[src/rtl/park_pkg.sv]
// Shared types and constants for the parking zone controller.
// Phase encodings are fixed so the 2-bit phase port can be decoded outside the block.
package park_pkg;
   localparam int HOURS_PER_DAY = 24;

   typedef enum logic [1:0] {
      PH_NIGHT    = 2'd0,
      PH_RESERVED = 2'd1,
      PH_RELEASE  = 2'd2,
      PH_OPEN     = 2'd3
   } phase_t;
endpackage

[src/rtl/park_capacity_sched.sv]
// Hour-of-day schedule: registers phase and uni-pool reservation from the hour input.
// An out-of-range hour raises hour_err and freezes the last valid phase and caps.
module park_capacity_sched
   import park_pkg::*;
#(
   parameter int CNT_W        = 10,
   parameter int TOTAL_CAP    = 700,
   parameter int UNI_CAP_MAX  = 500,
   parameter int UNI_CAP_MIN  = 200,
   parameter int OPEN_HOUR    = 8,
   parameter int RELEASE_HOUR = 13,
   parameter int RELEASE_END  = 16,
   parameter int RELEASE_STEP = 100
) (
   input  logic             clk,
   input  logic             rst,
   input  logic [4:0]       hour,
   output phase_t           phase,
   output logic [CNT_W-1:0] uni_cap,
   output logic [CNT_W-1:0] gen_cap,
   output logic             hour_err
);
   localparam logic [4:0] OPEN_H = 5'(OPEN_HOUR);
   localparam logic [4:0] REL_H  = 5'(RELEASE_HOUR);
   localparam logic [4:0] END_H  = 5'(RELEASE_END);
   localparam logic [4:0] DAY_H  = 5'(HOURS_PER_DAY);

   phase_t           phase_p1, phase_nxt;
   logic [CNT_W-1:0] uni_cap_p1, uni_cap_nxt;
   logic             hour_err_p1;

   // Linear hourly release, floored at the minimum reservation.
   function automatic logic [CNT_W-1:0] release_cap(input logic [4:0] h);
      logic signed [31:0] c;
      c = UNI_CAP_MAX - RELEASE_STEP * (int'(h) - RELEASE_HOUR);
      if (c < UNI_CAP_MIN) c = UNI_CAP_MIN;
      return CNT_W'(c);
   endfunction

   always_comb begin
      phase_nxt   = PH_OPEN;
      uni_cap_nxt = CNT_W'(UNI_CAP_MIN);
      if (hour < OPEN_H) begin
         phase_nxt   = PH_NIGHT;
      end else if (hour < REL_H) begin
         phase_nxt   = PH_RESERVED;
         uni_cap_nxt = CNT_W'(UNI_CAP_MAX);
      end else if (hour < END_H) begin
         phase_nxt   = PH_RELEASE;
         uni_cap_nxt = release_cap(hour);
      end
   end

   // Stage p1: registered schedule
   always_ff @(posedge clk) begin
      if (rst) begin
         phase_p1    <= PH_NIGHT;
         uni_cap_p1  <= CNT_W'(UNI_CAP_MIN);
         hour_err_p1 <= 1'b0;
      end else if (hour >= DAY_H) begin
         hour_err_p1 <= 1'b1;
      end else begin
         phase_p1    <= phase_nxt;
         uni_cap_p1  <= uni_cap_nxt;
         hour_err_p1 <= 1'b0;
      end
   end

   assign phase    = phase_p1;
   assign uni_cap  = uni_cap_p1;
   assign gen_cap  = CNT_W'(TOTAL_CAP) - uni_cap_p1;
   assign hour_err = hour_err_p1;
endmodule

[src/rtl/park_zone_ctrl.sv]
// Parking zone controller: judges entry/exit requests against the scheduled caps,
// keeps uni, general and uni-overflow occupancy, and reports free space per pool.
module park_zone_ctrl
   import park_pkg::*;
#(
   parameter int CNT_W        = 10,
   parameter int TOTAL_CAP    = 700,
   parameter int UNI_CAP_MAX  = 500,
   parameter int UNI_CAP_MIN  = 200,
   parameter int OPEN_HOUR    = 8,
   parameter int RELEASE_HOUR = 13,
   parameter int RELEASE_END  = 16,
   parameter int RELEASE_STEP = 100,
   parameter bit UNI_OVERFLOW = 1'b1
) (
   input  logic             clk,
   input  logic             rst,
   input  logic [4:0]       hour,
   input  logic             car_entered,
   input  logic             is_uni_car_entered,
   input  logic             car_exited,
   input  logic             is_uni_car_exited,
   output logic             entry_grant,
   output logic             entry_deny,
   output logic             exit_err,
   output logic             hour_err,
   output logic [1:0]       phase,
   output logic [CNT_W-1:0] uni_parked_car,
   output logic [CNT_W-1:0] parked_car,
   output logic [CNT_W-1:0] uni_vacated_space,
   output logic [CNT_W-1:0] vacated_space,
   output logic             uni_is_vacated_space,
   output logic             is_vacated_space,
   output logic             parking_is_vacated_space
);
   phase_t           phase_s;
   logic [CNT_W-1:0] uni_cap, gen_cap;
   logic [CNT_W-1:0] uni_cnt_p1, gen_cnt_p1, ovf_cnt_p1;
   logic             grant_p1, deny_p1, xerr_p1;
   logic             uni_inc, gen_inc, ovf_inc, uni_dec, gen_dec, ovf_dec;
   logic             grant, deny, xerr;
   logic             uni_room, gen_room;

   park_capacity_sched #(
      .CNT_W(CNT_W), .TOTAL_CAP(TOTAL_CAP), .UNI_CAP_MAX(UNI_CAP_MAX),
      .UNI_CAP_MIN(UNI_CAP_MIN), .OPEN_HOUR(OPEN_HOUR), .RELEASE_HOUR(RELEASE_HOUR),
      .RELEASE_END(RELEASE_END), .RELEASE_STEP(RELEASE_STEP)
   ) u_sched (
      .clk(clk), .rst(rst), .hour(hour),
      .phase(phase_s), .uni_cap(uni_cap), .gen_cap(gen_cap), .hour_err(hour_err)
   );

   // Room is judged on pre-exit occupancy, so an exit never admits a same-cycle entry.
   assign uni_room = uni_cnt_p1 < uni_cap;
   assign gen_room = gen_cnt_p1 < gen_cap;

   always_comb begin
      uni_inc = 1'b0; gen_inc = 1'b0; ovf_inc = 1'b0;
      uni_dec = 1'b0; gen_dec = 1'b0; ovf_dec = 1'b0;
      grant   = 1'b0; deny    = 1'b0; xerr    = 1'b0;
      if (car_entered) begin
         if (is_uni_car_entered && uni_room) begin
            uni_inc = 1'b1;
         end else if (gen_room && (!is_uni_car_entered || UNI_OVERFLOW)) begin
            gen_inc = 1'b1;
            ovf_inc = is_uni_car_entered;
         end
         grant = uni_inc | gen_inc;
         deny  = ~grant;
      end
      if (car_exited) begin
         if (is_uni_car_exited) begin
            if (ovf_cnt_p1 != '0) begin
               gen_dec = 1'b1;
               ovf_dec = 1'b1;
            end else if (uni_cnt_p1 != '0) begin
               uni_dec = 1'b1;
            end else begin
               xerr = 1'b1;
            end
         end else if (gen_cnt_p1 > ovf_cnt_p1) begin
            gen_dec = 1'b1;
         end else begin
            xerr = 1'b1;
         end
      end
   end

   // Stage p1: occupancy counters and result pulses
   always_ff @(posedge clk) begin
      if (rst) begin
         uni_cnt_p1 <= '0;
         gen_cnt_p1 <= '0;
         ovf_cnt_p1 <= '0;
         grant_p1   <= 1'b0;
         deny_p1    <= 1'b0;
         xerr_p1    <= 1'b0;
      end else begin
         uni_cnt_p1 <= uni_cnt_p1 + CNT_W'(uni_inc) - CNT_W'(uni_dec);
         gen_cnt_p1 <= gen_cnt_p1 + CNT_W'(gen_inc) - CNT_W'(gen_dec);
         ovf_cnt_p1 <= ovf_cnt_p1 + CNT_W'(ovf_inc) - CNT_W'(ovf_dec);
         grant_p1   <= grant;
         deny_p1    <= deny;
         xerr_p1    <= xerr;
      end
   end

   assign entry_grant              = grant_p1;
   assign entry_deny               = deny_p1;
   assign exit_err                 = xerr_p1;
   assign phase                    = phase_s;
   assign uni_parked_car           = uni_cnt_p1;
   assign parked_car               = gen_cnt_p1;
   assign uni_vacated_space        = uni_room ? (uni_cap - uni_cnt_p1) : '0;
   assign vacated_space            = gen_room ? (gen_cap - gen_cnt_p1) : '0;
   assign uni_is_vacated_space     = uni_room;
   assign is_vacated_space         = gen_room;
   assign parking_is_vacated_space = uni_room | gen_room;
endmodule

[config.mk]
export PLATFORM = sky130hd
export DESIGN_NAME = park_zone_ctrl
export DESIGN_NICKNAME = d
export VERILOG_FILES = /design/src/rtl/park_pkg.sv /design/src/rtl/park_capacity_sched.sv /design/src/rtl/park_zone_ctrl.sv
export SDC_FILE = /design/constraint.sdc
export NUM_CORES = 1
export LEC_CHECK = 0
export ABC_CLOCK_PERIOD_IN_PS = 6940
export BUFFER_PORTS_ARGS = -buffer_cell sky130_fd_sc_hd__clkbuf_2
export CAP_MARGIN = 20
export CORE_AREA = 5 5 94 96
export DETAILED_ROUTE_END_ITERATION = 7
export DIE_AREA = 0 0 99 101
export PLACE_DENSITY = 0.81
export SETUP_SLACK_MARGIN = 0.2
export SYNTH_ARGS = -nofsm -noshare
export SYNTH_HDL_FRONTEND = slang
export SYNTH_SLANG_ARGS = --single-unit
[constraint.sdc]
create_clock -name clk -period 6.94 [get_ports clk]
set_input_delay 0.694 -clock clk [delete_from_list [all_inputs] [get_ports clk]]
set_output_delay 0.694 -clock clk [all_outputs]
set_load 0.03 [all_outputs]
==> out/metrics.csv <==
metric,value,unit
Finish-stage setup viols,0,
CP max FO,6,
post-synthesis cell type count,61,
Final Hold Viols,0,
Post-Synthesis Net Count,679,
Final Non-Filler Cells,734,
CP Launch Type,primary input,
post-synthesis async set-or-reset flop share,0,%
GP Congestion,0.882,
worst r2r src,u_sched.uni_cap[6]$_SDFFE_PP1N_,
Cells after Synth,571,
DIE AREA,10000,sq um
pwr dens,513,nW/um^2
WP data required,7.14,ns
maximum VDD drop,0.390,mV
crit path time final,5.00,ns
hold buffer count at CTS,0,
Setup TNS Final,0,ns
DRC Markers,0,
share of the clock period used by the worst path,72.1,%
measured slew at the worst slew-check pin,0.758,ns
Post-synth EDFFs,0,
clk sinks,44,
postcts setup bufs,0,
critical path type,primary input to flop,
leakage,2.46,nW
"Area growth, synth to finish",11.0,%
vias in the first global route,3978,
R2R depth,20,
RSZ-0062 raised after global routing,no,
1st-pass router iterations,4,
initial core utilization,57.5,%
Ports,60,
hpwl dp,8.59,mm
register area share after synthesis,19.2,%
Worst slew margin,49.5,%
drt total wl,10.5,mm
ANT nets after route,0,
GRT Overall Usage,21.2,%
worst skew pair latency,0.31,ns
fin area,5080,sq um
post-CTS sizing,0,
Core Box Area,7970,sq um
first-pass GRT wire length,17.8,mm
port buffer count,59,
Max Cap Viol,0,
largest net degree at the start of global routing,37,
Pins Over Slew Limit,0,
worst endpoint data arrival time,5.20,ns
netlist area before placement,4580,sq um
layout cells sized above 1,12.9,%
grt ovf,0,
Fill cells,674,
die width,99,microns
placed cells,726,
Worst Skew,0.00577,ns
# nets final,736,
site row count,33,
CTS Buffer Depth,2,
crit path capture type,flop,
antenna fix cells,0,
Worst-path clk slew,0.09,ns
DR WL/cell,14.3,microns
Power Total,2.61,mW
Placed Area,4970,sq um
Worst Setup EP,u_sched.uni_cap[3]$_SDFFE_PP1N_,
min-delay worst type,flop to flop,
RR Endpoint,parked_car[8]$_SDFF_PP0_,
htree depth,2,
height of the die,101,microns
TritonCTS clock tree,built,
run status,"complete, no violations",
CP startpoint,hour[0],
Ys Warns,0,
clock root buffer,clkbuf_8,
Via density,5.65,
maximum clock frequency,200,MHz
initial antenna violation count,0,
CTS buffer count,5,
first-iteration detailed-routing DRC count,136,
Reg2Reg Setup Slack,2.52,ns
syn_area_per_cell,8.02,sq um
Synth Register Bits,44,
Worst Hold Slack,0.534,ns
vias,4146,
dominant synthesized flop cell,dfxtp_1,
final cells by class:
| class | instances | area (sq um) | area share, % |
|---|---|---|---|
| clock buffers | 5 | 68.8 | 1.35 |
| flip-flops and latches | 44 | 881 | 17.3 |
| clock inverters | 3 | 42.5 | 0.837 |
| inverters | 82 | 308 | 6.06 |
| repair buffers | 59 | 295 | 5.81 |
| multi-input cells | 436 | 3350 | 66.0 |
| well taps | 105 | 131 | 2.59 |
kinds of logic (layout without fill, tap and decap cells):
kind of cell	count (synthesis)	after routing	share of synthesized area (%)
simple gates	164	164	18.6
compound gates	136	136	19.5
fa+ha+maj	97	97	27.7
buf+inv	91	149	7.51
flops	44	44	19.2
xor+xnor	37	37	7.08
mux	2	2	0.464
critical path, cell delays in order:
cell and delay (ns):
clkbuf_2 0.15, inv_1 0.09, ha_1 0.24, nor2b_1 0.24, nand3_1 0.14, and2_1 0.23, ha_1 0.29, inv_1 0.05
fa_1 0.49, inv_1 0.04, ha_1 0.29, ha_1 0.35, nand3_1 0.11, a21oi_1 0.21, nand2b_1 0.14, o21ai_0 0.09
ha_1 0.32, nand4b_1 0.09, nor4_1 0.20, o2111ai_1 0.25, nor4_2 0.37, a21oi_1 0.11
where the power goes:
part | internal (mW) | switching (mW)
Clock | 0.107 | 0.0988
Sequential | 0.335 | 0.0718
Combinational | 0.786 | 1.21
Total | 1.23 | 1.38
cell usage after synthesis, drive strengths merged (4+ instances only):
cell type | number | area, sq um
xnor2 | 20 | 175
and3b | 4 | 36.3
dfxtp | 44 | 881
a21oi | 44 | 224
o21a | 6 | 45.0
a21o | 16 | 120
clkbuf | 7 | 26.3
nor4 | 7 | 50.1
nand4 | 4 | 25.0
nor2 | 54 | 203
or2 | 4 | 25.0
a31oi | 9 | 56.3
nand2 | 18 | 67.6
inv | 82 | 308
ha | 90 | 1130
o21ai | 27 | 139
fa | 7 | 140
nor2b | 8 | 50.1
and2 | 5 | 31.3
or3 | 5 | 31.3
a211oi | 5 | 42.5
nand2b | 10 | 62.6
nand3 | 17 | 85.1
xor2 | 17 | 149
nor3 | 16 | 85.1
o21bai | 5 | 37.5
through the flow:
step | setup WS (ns) | utilization, %
after global placement | 1.85 | 62.4
after floorplan | 2.29 | -
after detailed placement | 1.67 | 62.4
after CTS | 1.98 | 63.8
after global routing | 1.47 | 63.8
final | 1.94 | 63.8
flip-flops by register name (all words and copies together), names as in the netlist:
register	count
ovf_cnt_p1	10
parked_car	10
uni_parked_car	10
u_sched.uni_cap	8
u_sched.phase	2
entry_deny	1
entry_grant	1
exit_err	1
u_sched.hour_err	1
metal layers:
metal	global-route usage (%)	share of wire (%)
met3	3.04	5.6
met1	27.8	46
met2	36.3	47
met5	0	0
met4	6.09	1.9
cell usage in the layout, fill, tap and decap left out, drive strengths merged, types with 5 or more instances in the layout:
master,netlist,final
nor3,16,16
nor2b,8,8
xor2,17,17
or3,5,5
and2,5,5
clkbuf,7,64
nand2,18,18
a21o,16,16
dfxtp,44,44
o21ai,27,27
o21bai,5,5
nand3,17,17
inv,82,82
a21oi,44,44
ha,90,90
xnor2,20,20
fa,7,7
o21a,6,6
a31oi,9,9
nor2,54,54
nor4,7,7
nand2b,10,10
a211oi,5,5
worst min-delay path by stage:
stage / cells past startpoint / start / endpoint
after floorplan: 2 / u_sched.uni_cap[8]$_SDFFE_PP0N_ / u_sched.uni_cap[8]$_SDFFE_PP0N_
after global placement: 2 / u_sched.uni_cap[8]$_SDFFE_PP0N_ / u_sched.uni_cap[8]$_SDFFE_PP0N_
after detailed placement: 2 / u_sched.uni_cap[8]$_SDFFE_PP0N_ / u_sched.uni_cap[8]$_SDFFE_PP0N_
after CTS: 2 / u_sched.uni_cap[8]$_SDFFE_PP0N_ / u_sched.uni_cap[8]$_SDFFE_PP0N_
after global routing: 2 / u_sched.uni_cap[8]$_SDFFE_PP0N_ / u_sched.uni_cap[8]$_SDFFE_PP0N_
final: 2 / u_sched.uni_cap[8]$_SDFFE_PP0N_ / u_sched.uni_cap[8]$_SDFFE_PP0N_
Power figures use the tool's default switching activity.
